### config.mk
export PLATFORM = sky130hd
export DESIGN_NAME = key_entry
export DESIGN_NICKNAME = d
export VERILOG_FILES = /design/src/rtl/key_entry.sv
export SDC_FILE = /design/constraint.sdc
export NUM_CORES = 1
export LEC_CHECK = 0
export ABC_CLOCK_PERIOD_IN_PS = 6100
export CAP_MARGIN = 30
export CORE_MARGIN = 5
export CORE_UTILIZATION = 45
export CTS_CLUSTER_DIAMETER = 100
export CTS_CLUSTER_SIZE = 12
export DETAILED_ROUTE_END_ITERATION = 16
export PLACE_DENSITY = 0.78
export SLEW_MARGIN = 20
export SYNTH_ARGS = -nofsm -noshare
export SYNTH_HDL_FRONTEND = slang
export SYNTH_SLANG_ARGS = --single-unit
export TNS_END_PERCENT = 20
### constraint.sdc
create_clock -name sw_clk -period 6.1 [get_ports sw_clk]
set_input_delay 0.915 -clock sw_clk [delete_from_list [all_inputs] [get_ports sw_clk]]
set_output_delay 0.915 -clock sw_clk [all_outputs]
set_load 0.005 [all_outputs]
### src/rtl/key_entry.sv
// ---------------------------------------------------------------------------
// key_entry
//
// Keypad entry controller sitting in front of the calculator core. Converts
// single-cycle key strobes into two signed decimal operands and an operator
// code, feeds the core's result back for chained operations, and provides the
// value to show on the display while a number is being typed.
//
// Ports:
//   sw_clk     clock
//   rst        asynchronous active-low reset
//   key_valid  one-cycle key strobe; key_code sampled only when high
//   key_code   0-9 digit, 10 '*', 11 '/', 12 '+', 13 '-', 14 '%', 15 '=',
//              16 clear, 17 negate, 18-31 ignored
//   ans_in     result from the core (0x00CC0000 NULL, 0x00EE0000 out of range)
//   operand1   signed first operand to the core
//   operand2   signed second operand to the core
//   operator   0 none, 1 '*', 2 '/', 3 '+', 4 '-', 5 '%'
//   entry      signed display value (ans_in passed through in result state)
//   err        one-cycle pulse after a rejected key
// ---------------------------------------------------------------------------
module key_entry #(
  parameter int MAX_DIG = 6
) (
  input  logic               sw_clk,
  input  logic               rst,
  input  logic               key_valid,
  input  logic [4:0]         key_code,
  input  logic [31:0]        ans_in,
  output logic signed [31:0] operand1,
  output logic signed [31:0] operand2,
  output logic [2:0]         operator,
  output logic signed [31:0] entry,
  output logic               err
);

  localparam int          NW       = $clog2(MAX_DIG + 1);
  localparam logic [31:0] ANS_NULL = 32'h00CC0000;
  localparam logic [31:0] ANS_OOR  = 32'h00EE0000;

  typedef enum logic [1:0] {S_OP1, S_OP2, S_RES} state_t;

  state_t             state;
  logic signed [31:0] acc;
  logic               neg;
  logic [NW-1:0]      ndig;
  logic [2:0]         op_q;

  // Key decode
  logic          is_dig, is_op, is_eq, is_clr, is_negk;
  logic [3:0]    digit;
  logic [2:0]    op_code;
  logic [NW-1:0] limit;
  logic signed [31:0] acc_next, acc_signed;
  logic          ans_special;

  assign is_dig      = (key_code <= 5'd9);
  assign is_op       = (key_code >= 5'd10) && (key_code <= 5'd14);
  assign is_eq       = (key_code == 5'd15);
  assign is_clr      = (key_code == 5'd16);
  assign is_negk     = (key_code == 5'd17);
  assign digit       = key_code[3:0];
  assign op_code     = 3'(key_code - 5'd9);
  // A negative entry gives up one digit position to the minus sign.
  assign limit       = neg ? NW'(MAX_DIG - 1) : NW'(MAX_DIG);
  assign acc_next    = acc * 32'sd10 + $signed({28'd0, digit});
  assign acc_signed  = neg ? -acc : acc;
  assign ans_special = (ans_in == ANS_NULL) || (ans_in == ANS_OOR);

  // Display is derived from registered state only, except in the result state
  // where the core's answer is shown as-is (special codes included).
  assign entry = (state == S_RES) ? $signed(ans_in) : acc_signed;

  // NOTE: all state below is updated with non-blocking assignments so every
  // register samples the pre-edge values of the others, regardless of order.
  always_ff @(posedge sw_clk or negedge rst) begin
    if (!rst) begin
      state    <= S_OP1;
      acc      <= '0;
      neg      <= 1'b0;
      ndig     <= '0;
      op_q     <= '0;
      operand1 <= '0;
      operand2 <= '0;
      operator <= '0;
      err      <= 1'b0;
    end else begin
      // err is a single-cycle pulse: dropped on every cycle it is not re-raised.
      err <= 1'b0;
      if (key_valid) begin
        if (is_clr) begin
          state    <= S_OP1;
          acc      <= '0;
          neg      <= 1'b0;
          ndig     <= '0;
          op_q     <= '0;
          operand1 <= '0;
          operand2 <= '0;
          operator <= '0;
        end else if (state != S_RES && is_dig) begin
          // Over-limit digits are dropped without flagging an error.
          if (ndig < limit) begin
            acc <= acc_next;
            // Leading zeros do not consume a digit position.
            if (!(ndig == '0 && digit == 4'd0))
              ndig <= ndig + NW'(1);
          end
        end else if (state != S_RES && is_negk) begin
          // Setting the sign on a full-width entry would exceed the limit.
          if (!neg && ndig == NW'(MAX_DIG))
            err <= 1'b1;
          else
            neg <= ~neg;
        end else begin
          unique case (state)
            S_OP1: begin
              if (is_op) begin
                operand1 <= acc_signed;
                op_q     <= op_code;
                acc      <= '0;
                neg      <= 1'b0;
                ndig     <= '0;
                state    <= S_OP2;
              end
            end
            S_OP2: begin
              if (is_op) begin
                // Only an empty second operand lets the operator be changed.
                if (ndig == '0 && !neg)
                  op_q <= op_code;
              end else if (is_eq) begin
                // Division or modulo by zero is flagged before the empty-entry
                // check, so "8 / 0 =" reports an error rather than doing nothing.
                if ((op_q == 3'd2 || op_q == 3'd5) && acc == '0) begin
                  err <= 1'b1;
                end else if (ndig != '0) begin
                  operand2 <= acc_signed;
                  operator <= op_q;
                  state    <= S_RES;
                end
              end
            end
            S_RES: begin
              if (is_dig) begin
                operator <= '0;
                operand1 <= '0;
                operand2 <= '0;
                acc      <= $signed({28'd0, digit});
                ndig     <= (digit != 4'd0) ? NW'(1) : '0;
                neg      <= 1'b0;
                state    <= S_OP1;
              end else if (is_op) begin
                if (ans_special) begin
                  err <= 1'b1;
                end else begin
                  // Chain on the previous result; start a fresh second operand.
                  operand1 <= $signed(ans_in);
                  op_q     <= op_code;
                  operator <= '0;
                  acc      <= '0;
                  neg      <= 1'b0;
                  ndig     <= '0;
                  state    <= S_OP2;
                end
              end
            end
            default: state <= S_OP1;
          endcase
        end
      end
    end
  end

endmodule

Word level (Yosys, flattened, before mapping):

Index checks and enable logic that the tools add are counted.

* add/subtract/negate cells: 4
* $mul: 1
* order comparisons: 4
* equality and inequality tests: 36
* mux-type cells: 92
* bitwise gates (word level): 1
* reduce and logical (&&, ||, !) cells: 29

Operators with widths (number)
* 32-bit two-way mux: 25
* 32-bit one-hot mux with 2 select lines: 3
* 3-bit two-way mux: 26
* 32-bit by 24-bit == test with 1-bit output (second input constant): 2
* 3-bit inequality test (second input constant): 14
* 32-bit by 5-bit adder with 32-bit output: 1
* 32-bit logical NOT: 1
* 32-bit by 4-bit multiplier with 31-bit output (second input constant): 1
* 32-bit negator: 1
* 10-bit AND reduction: 3
* 2-bit two-way mux: 12
* 7-bit AND reduction: 3
* 1-bit two-way mux: 20
* 5-bit by 4-bit inequality test with 1-bit output (second input constant): 4
* 4-bit inequality test (second input constant): 4
* 4-bit nonzero test: 4
* 3-bit one-hot mux with 2 select lines: 2
* 5-bit == test (second input constant): 2
* 5-bit by 4-bit <= comparator with 1-bit output (second input constant): 2
* 3-bit one-hot mux with 3 select lines: 1
* 9-bit AND reduction: 1
* 3-bit nonzero test: 3
* 8-bit AND reduction: 1
* 1-bit logical AND: 7
* other kinds (19): 24

* flip-flop bits (word level): 109
* input bits: 40
* output and inout bits: 100
* word-level logic and storage cells: 176

Depth between registers and ports, before layout:

Gate-level depths: netlist of the first run.

* depth in word-level cells: 11
* depth in mapped cells: 13
* mapped depth without buffers: 12

Worst setup path before layout of the first run:

No wires, ideal clock.

* path kind: register -> register
* start point: register acc[7]
* end point: register acc[29]
* library setup time: 0.126 ns
* data arrival time: 3.667 ns
* required time: 5.974 ns
* path slack: 2.307 ns
* cell stages (with the launch flop): 13
* buffers on the path: 1
* clock period less this slack: 3.793 ns
* cells stage by stage: dfrtp_1 -> ha_1 -> ha_1 -> buf_2 -> a21o_1 -> a221o_1 -> a21o_1 -> a311oi_2 -> nand4_1 -> nor4_4 -> nand4_2 -> or3_1 -> a221o_1

* longest elaborated chain between the ends: 5

RTL lines
* from (decl): RTL line 44 `logic signed [31:0] acc;`
* from (signal assigned): RTL line 103 `acc <= acc_next;`
* from (signal assigned): RTL line 148 `acc <= $signed({28'd0, digit});`
* 32-bit by 4-bit multiplier with 31-bit output: RTL line 66 `assign acc_next = acc * 32'sd10 + $signed({28'd0, digit});`
* 32-bit by 5-bit adder with 32-bit output: RTL line 66
* 32-bit two-way mux: RTL line 102 `if (ndig < limit) begin`
* 32-bit two-way mux: RTL line 100 `end else if (state != S_RES && is_dig) begin`
* 32-bit two-way mux: RTL line 91 `if (is_clr) begin`

No other way between the ends. The select of a mux whose other input is x is not followed.
A chain may end at the register's enable or synchronous reset.

Worst setup path in the final report of the first run:

* start point: register acc[5]
* end point: output entry[31]

* longest elaborated chain between the ends: 3

RTL lines
* 32-bit negator: RTL line 67 `assign acc_signed = neg ? -acc : acc;`
* 32-bit two-way mux: RTL line 67
* 32-bit two-way mux: RTL line 72 `assign entry = (state == S_RES) ? $signed(ans_in) : acc_signed;`
* to (decl): RTL line 33 `output logic signed [31:0] entry,`

No other way between the ends.

==> results of run 1 <==
cell type report:
class	count	share of cell area [%]
clock inverters	7	0.7056
clock buffers	9	2.117
multi-input cells	875	54.05
repair buffers	147	13.88
flip-flops and latches	109	25.64
inverters	14	0.4939
well taps	265	3.117
path summary, 6_finish.rpt:
path                         startpoint            to  slack [ns]  depth (start not counted)
min reg2reg                operand2[27]  operand2[27]        0.47                          2
min in group asynchronous           rst        acc[0]        0.51                          1
max in group asynchronous           rst      state[1]        4.63                          3
max reg2reg                      acc[3]       acc[31]        1.70                         12
min                        operand2[27]  operand2[27]        0.47                          2
max                              acc[5]     entry[31]        1.16                          9
worst max-delay path: stages, from the launching register on:
cell	delay, ns
dfrtp_1	0.49
or4_1	0.59
or4_4	0.53
or4_4	0.46
or2_2	0.34
o31ai_1	0.27
xor2_1	0.12
nor2_1	0.24
a21o_1	0.13
clkdlybuf4s50_1	0.51
power by group:
group | leakage (µW) | switching (µW) | total (µW) | internal [µW]
logic | 0.00326 | 1160 | 2190 | 1030
registers | 0.00149 | 207 | 1130 | 927
clock network | 0.000145 | 301 | 593 | 292
synth_stat cells (6+ instances only):
cell type / count
or3_1: 19
and3_1: 7
nor4_1: 10
a21oi_1: 57
o21ai_0: 81
o21a_1: 6
dfrtp_1: 109
nand3_1: 37
a211oi_1: 14
a22o_1: 9
nand2_1: 193
o31ai_1: 30
nand4_1: 14
mux2_2: 14
nor2_1: 56
buf_2: 6
or2_2: 8
nor3_1: 15
o311ai_0: 6
nand2b_1: 9
ha_1: 72
a21o_1: 37
and2_1: 20
inv_1: 14
buf_6: 6
buf_1: 6
xnor2_1: 41
clkbuf_1: 39
xor2_1: 37
state kept, by name, indices dropped and copies added (netlist names):
| name | flops |
|---|---|
| acc | 32 |
| err | 1 |
| ndig | 3 |
| neg | 1 |
| op_q | 3 |
| operand1 | 32 |
| operand2 | 32 |
| operator | 3 |
| state | 2 |
cells by family after synthesis:
| family | after synthesis | synth area share [%] |
|---|---|---|
| multiplexers | 16 | 2.022 |
| AND/OR/NAND/NOR | 421 | 23.18 |
| buffers and inverters | 71 | 3.630 |
| AO/OA/AOI/OAI | 286 | 21.65 |
| XOR/XNOR | 78 | 7.773 |
| adder cells (fa/ha/maj) | 74 | 10.71 |
| flip-flops | 109 | 31.04 |
layer usage:
layer	up-vias	routed length [µm]	global-route usage (%)
li1	4032	-	-
met1	3891	11650	31.29
met2	323	11970	37.74
met3	33	1660	2.544
met4	0	616	6.953
met5	-	0	0
placed cells by master (no fill, tap or decap), types with 4 or more instances in the layout:
cell type        count
a211oi_1            14
a21oi_1             57
xor2_1              37
dfrtp_1            109
nor2_1              56
clkbuf_16            9
mux2_2              14
clkdlybuf4s50_1    138
buf_4                7
o311ai_0             6
a22o_1               9
or4_4                4
nand2b_1             9
or3_1               18
nand2_1            193
o41ai_1              5
nor3b_1              5
ha_1                71
and3_1               7
and2_1              20
nor4_1              10
or2_2                8
a21o_1              37
inv_1               14
or4_1                4
nand4_1             14
o31ai_1             30
o21ai_0             81
o21a_1               6
xnor2_1             41
a221o_1              4
nor3_1              14
nor2b_1              5
and4_1               5
o211ai_1             5
nand3_1             37
metrics by stage:
step | hold slack (ns) | util [%] | instances
floorplan | 0.4599 | - | 1055
global route | 0.4872 | 55.02 | 1426
detailed placement | 0.4547 | 53.33 | 1409
finish | 0.4736 | 55.02 | 1426
CTS | 0.4745 | 54.88 | 1425
global placement | 0.4500 | 53.25 | 1408
==> impl_metrics.py, run 1 <==
metrics = {
    "status": {
        "status": "complete, no violations",
    },
    "synth": {
        "synth_edf_count": 0,
        "synth.largest_area_cell": "dfrtp_1",
        "netlist_area_um2": 8788,
        "syn-num-nets": 1169,
        "synth_top_cell_area_share_pct": 31.04,
        "synth-seq-cells": 109,
        "synthArstFlopShare_pct": 100.0,
        "synth_area_leaders": "dfrtp_1, ha_1, nand2_1, o21ai_0, xnor2_1",
        "avgSynthCellArea_um2": 8.330,
        "ys_seq_area_share_pct": 31.04,
        "yosysWarnings": 0,
        "synth_flop_cell": "dfrtp_1",
        "synthCells": 1055,
        "yosysUniqueCellTypes": 68,
    },
    "setup_path": {
        "worstPathArrival_ns": 4.03,
        "cp_max_fo": 7,
        "worstPathRequired_ns": 5.18,
        "cp-start-kind": "flop",
        "path_class": "reg -> out",
        "worstSetupEndpointType": "primary output",
    },
    "finish": {
        "final.fill_count": 1794,
        "final_cell_area_um2": 10640,
        "syn_to_final_growth_pct": 21.06,
        "drive_above_1_share_pct": 5.599,
        "multiInputGateArea_um2": 5751,
        "seqCellArea_um2": 2728,
        "fin_nets": 1270,
        "antenna_cells": 0,
    },
    "clock_network": {
        "cts-root-buf": "clkbuf_16",
        "clock_sinks": 109,
        "cts_setup_buffers": 0,
        "clkLatencyLatePin_ns": 0.36,
        "clock_path_buffers": 2,
        "cts_tree": "yes",
        "hold_buffers": 0,
        "numCtsBuffers": 9,
        "ctsResizeCount": 0,
        "htreeDepth": 3,
        "clkSlewWorstSetupHoldPaths_ns": 0.09,
    },
    "pwr": {
        "total_power_uw": 3912,
        "irDropWorstVdd_uv": 169.2,
        "powerDensity_nw_per_um2": 367.7,
        "power_leakage_uw": 0.004894,
    },
    "global_route": {
        "grt_max_degree": 74,
        "grtUsageTotal_pct": 22.73,
        "antenna_found_initial": 0,
        "first_global_vias": 7889,
        "grt_overflow": 0,
        "grt_pass1_wl_um": 41480,
    },
    "placed_design": {
        "hpwl_um": 20300,
        "dp_slack_ns": 1.487,
        "finalWeightedCongestion": 0.9280,
        "place_area_um2": 10310,
        "port_buffers": 139,
    },
    "detailed_routing": {
        "drtPass1Iterations": 5,
        "drtAntennaViolNets": 0,
        "drc": 0,
        "num_vias": 8279,
        "wl_um": 25900,
        "drt_iter0_drc": 521,
        "vias_per_cell": 5.806,
        "wl_per_cell_um": 18.16,
    },
    "floorplan": {
        "initial_utilization_pct": 45.45,
        "die_y_um": 149.8,
        "core_um2": 19330,
        "num_io_pins": 140,
        "num_rows": 51,
        "dieWidth_um": 149.8,
        "dieArea_um2": 22430,
    },
    "timing": {
        "clock.fmax_mhz": 202.3,
        "final_hold_viol_count": 0,
        "rsz0062_at_grt": "no",
        "final.setup.tns_ns": 0,
        "tightest_slew_ns": 0.8502,
        "finalCriticalPeriod_ns": 4.943,
        "min_period_over_period_pct": 81.03,
        "slew_headroom_pct": 43.32,
        "fin_ws_ns": 1.157,
        "finClkSkew_ns": 0.01584,
        "setup_viol": 0,
        "maxSlewViolCount": 0,
    },
    "job": {
        "drv_cap": 0,
    },
    "hold_path": {
        "min_path_type": "reg -> reg",
    },
}
Power figures use the tool's default switching activity.
==> run 2, diff against run 1 <==
ABC_CLOCK_PERIOD_IN_PS = 4440   (was 6100)
PLACE_DENSITY = 0.81   (was 0.78)
clock period = 4.44 ns   (was 6.1 ns; I/O delays follow)
==> run 2 against run 1 <==
Against the previous run: count of clock-buffer cells in the layout unchanged; sequential power increased by 35%; wire length rose by 1.5%; critical path depth did not move; critical path type unchanged; core utilization grew 0.96 points; via count grew 3.6%; combinational power rose by 44%; register-to-register slack worse by 1.5 ns; critical endpoint is now entry[27]; hold slack worse by 0.18 ns.
==> impl_metrics.py, run 2 (synthesis gave the netlist of run 1 again) <==
metrics = {
    "setup_path": {
        "worstSetupEndpointType": "primary output",
        "crit_buf_inv": 1,
        "cp_common_cell": "or4_4",
        "cp_max_fo": 6,
        "worst_path_dominant_cell_family": "simple AND/OR/NAND/NOR gates",
        "worstPathRequired_ns": 3.77,
        "crit_path_max_incr_delay_ns": 0.55,
        "cp-start-kind": "flop",
        "path_class": "reg -> out",
        "critPathSlowestCell": "or4_4",
        "crit_chain": "or4_4 > or4_4 > or4_4 > or2_4 > o41ai_2 > xor2_1 > nor2_1 > a21o_1 > clkdlybuf4s50_1",
        "worstPathArrival_ns": 3.76,
    },
    "floorplan": {
        "die_y_um": 149.8,
        "num_rows": 51,
        "initial_utilization_pct": 45.45,
        "num_io_pins": 140,
        "dieWidth_um": 149.8,
        "dieArea_um2": 22430,
        "core_um2": 19330,
    },
    "finish": {
        "most-common-layout-cells": "nand2_1, clkdlybuf4s50_1, dfrtp_1, o21ai_0, ha_1",
        "fin_util_pct": 55.99,
        "multiInputGateArea_um2": 5776,
        "final.fill_count": 1696,
        "antenna_cells": 0,
        "top_regs": "acc: 32 flops, operand1: 32 flops, operand2: 32 flops",
        "layout_commonest_cell": "nand2_1",
        "fin_nets": 1294,
        "final_cells": 1450,
        "drive_above_1_share_pct": 8.270,
        "seqCellArea_um2": 2731,
        "final_cell_area_um2": 10830,
        "syn_to_final_growth_pct": 23.18,
    },
    "detailed_routing": {
        "drc": 0,
        "drt_iter0_drc": 857,
        "drtAntennaViolNets": 0,
        "drtPass1Iterations": 6,
        "num_vias": 8580,
        "met2_length_um": 12220,
        "wl_met3_um": 2125,
        "top_layer": "met4",
        "wl_per_cell_um": 18.12,
        "wl_um": 26280,
        "vias_per_cell": 5.917,
        "wl_met1_um": 11420,
    },
    "timing": {
        "finClkSkew_ns": 0.01326,
        "tightest_slew_ns": 0.7518,
        "maxSlewViolCount": 0,
        "min_period_over_period_pct": 99.71,
        "slew_headroom_pct": 49.70,
        "clock.fmax_mhz": 225.9,
        "rsz0062_at_grt": "yes",
        "finalCriticalPeriod_ns": 4.427,
        "final_hold_viol_count": 0,
        "setup_viol": 0,
    },
    "placed_design": {
        "port_buffers": 139,
        "placed_cells": 1427,
        "place_area_um2": 10440,
        "finalWeightedCongestion": 0.9358,
        "hpwl_um": 20500,
    },
    "status": {
        "status": "complete, no violations",
    },
    "clock_network": {
        "numCtsBuffers": 9,
        "htreeDepth": 3,
        "clkLatencyLatePin_ns": 0.36,
        "hold_buffers": 0,
        "cts-root-buf": "clkbuf_16",
        "clkSlewWorstSetupHoldPaths_ns": 0.08,
        "clock_sinks": 109,
        "clock_path_buffers": 2,
        "cts_tree": "yes",
    },
    "global_route": {
        "grtUsageTotal_pct": 23.14,
        "grt_overflow": 0,
        "grt_max_degree": 47,
        "antenna_found_initial": 0,
        "grt_pass1_wl_um": 42380,
        "first_global_vias": 8103,
    },
    "pwr": {
        "power_leakage_uw": 0.004995,
        "irDropWorstVdd_uv": 245.7,
        "powerDensity_nw_per_um2": 508.3,
    },
    "hold_path": {
        "min_path_type": "in -> async",
    },
    "job": {
        "drv_cap": 0,
    },
}
==> run 2: timing repair <==
action | 4_1_cts | 5_1_grt
pin swaps | 3 | 3
resized for setup | 8 | 5
setup endpoints to repair | 4 | 7
setup buffers | 2 | 4
==> run 2: routing by layer <==
metal	track usage [%]	vias up
li1	-	4073
met1	32.15	4070
met2	38.12	398
met3	3.210	39
met4	6.084	0
met5	0	-
==> run 2: power by group <==
part	leakage [µW]	internal, µW	switching [µW]
combinational	0.00337	1490	1660
clock	0.000144	402	413
sequential	0.00148	1280	257
total	0.00500	3170	2330
==> run 2: through the flow <==
stage	TNS [ns]	worst slack [ns]	hold slack (ns)	total power, µW
detailed placement	0	0.2592	0.4584	4601
floorplan	0	0.6470	0.3704	3291
global placement	0	0.3218	0.4491	4532
CTS	0	0.05535	0.3153	5449
global route	-0.1578	-0.1122	0.3455	5878
finish	0	0.01300	0.2925	5502
==> run 2: final cells by class <==
type | count | share of cell area (%)
Tap cell | 265 | 3.063
Inverter | 14 | 0.4854
Sequential cell | 109 | 25.23
Clock buffer | 9 | 2.080
Multi-Input combinational cell | 875 | 53.35
Clock inverter | 7 | 0.6704
Timing Repair Buffer | 171 | 15.12
==> run 2: final timing paths <==
path / startpoint / to / slack [ns] / cells past startpoint
setup / recovery: acc[6] / entry[27] / 0.01 / 9
hold reg to reg: operand2[16] / operand2[16] / 0.47 / 2
max in group asynchronous: rst / acc[23] / 3.21 / 2
min in group sw_clk: operand2[16] / operand2[16] / 0.47 / 2
hold / removal: rst / operator[2] / 0.29 / 1
setup reg to reg: acc[3] / acc[31] / 0.20 / 12
==> run 3, diff against run 2 <==
CTS_CLUSTER_DIAMETER = 150   (was 100)
==> results of run 3 <==
Same layout as run 2: the final DEF is identical, and so are final timing and power.
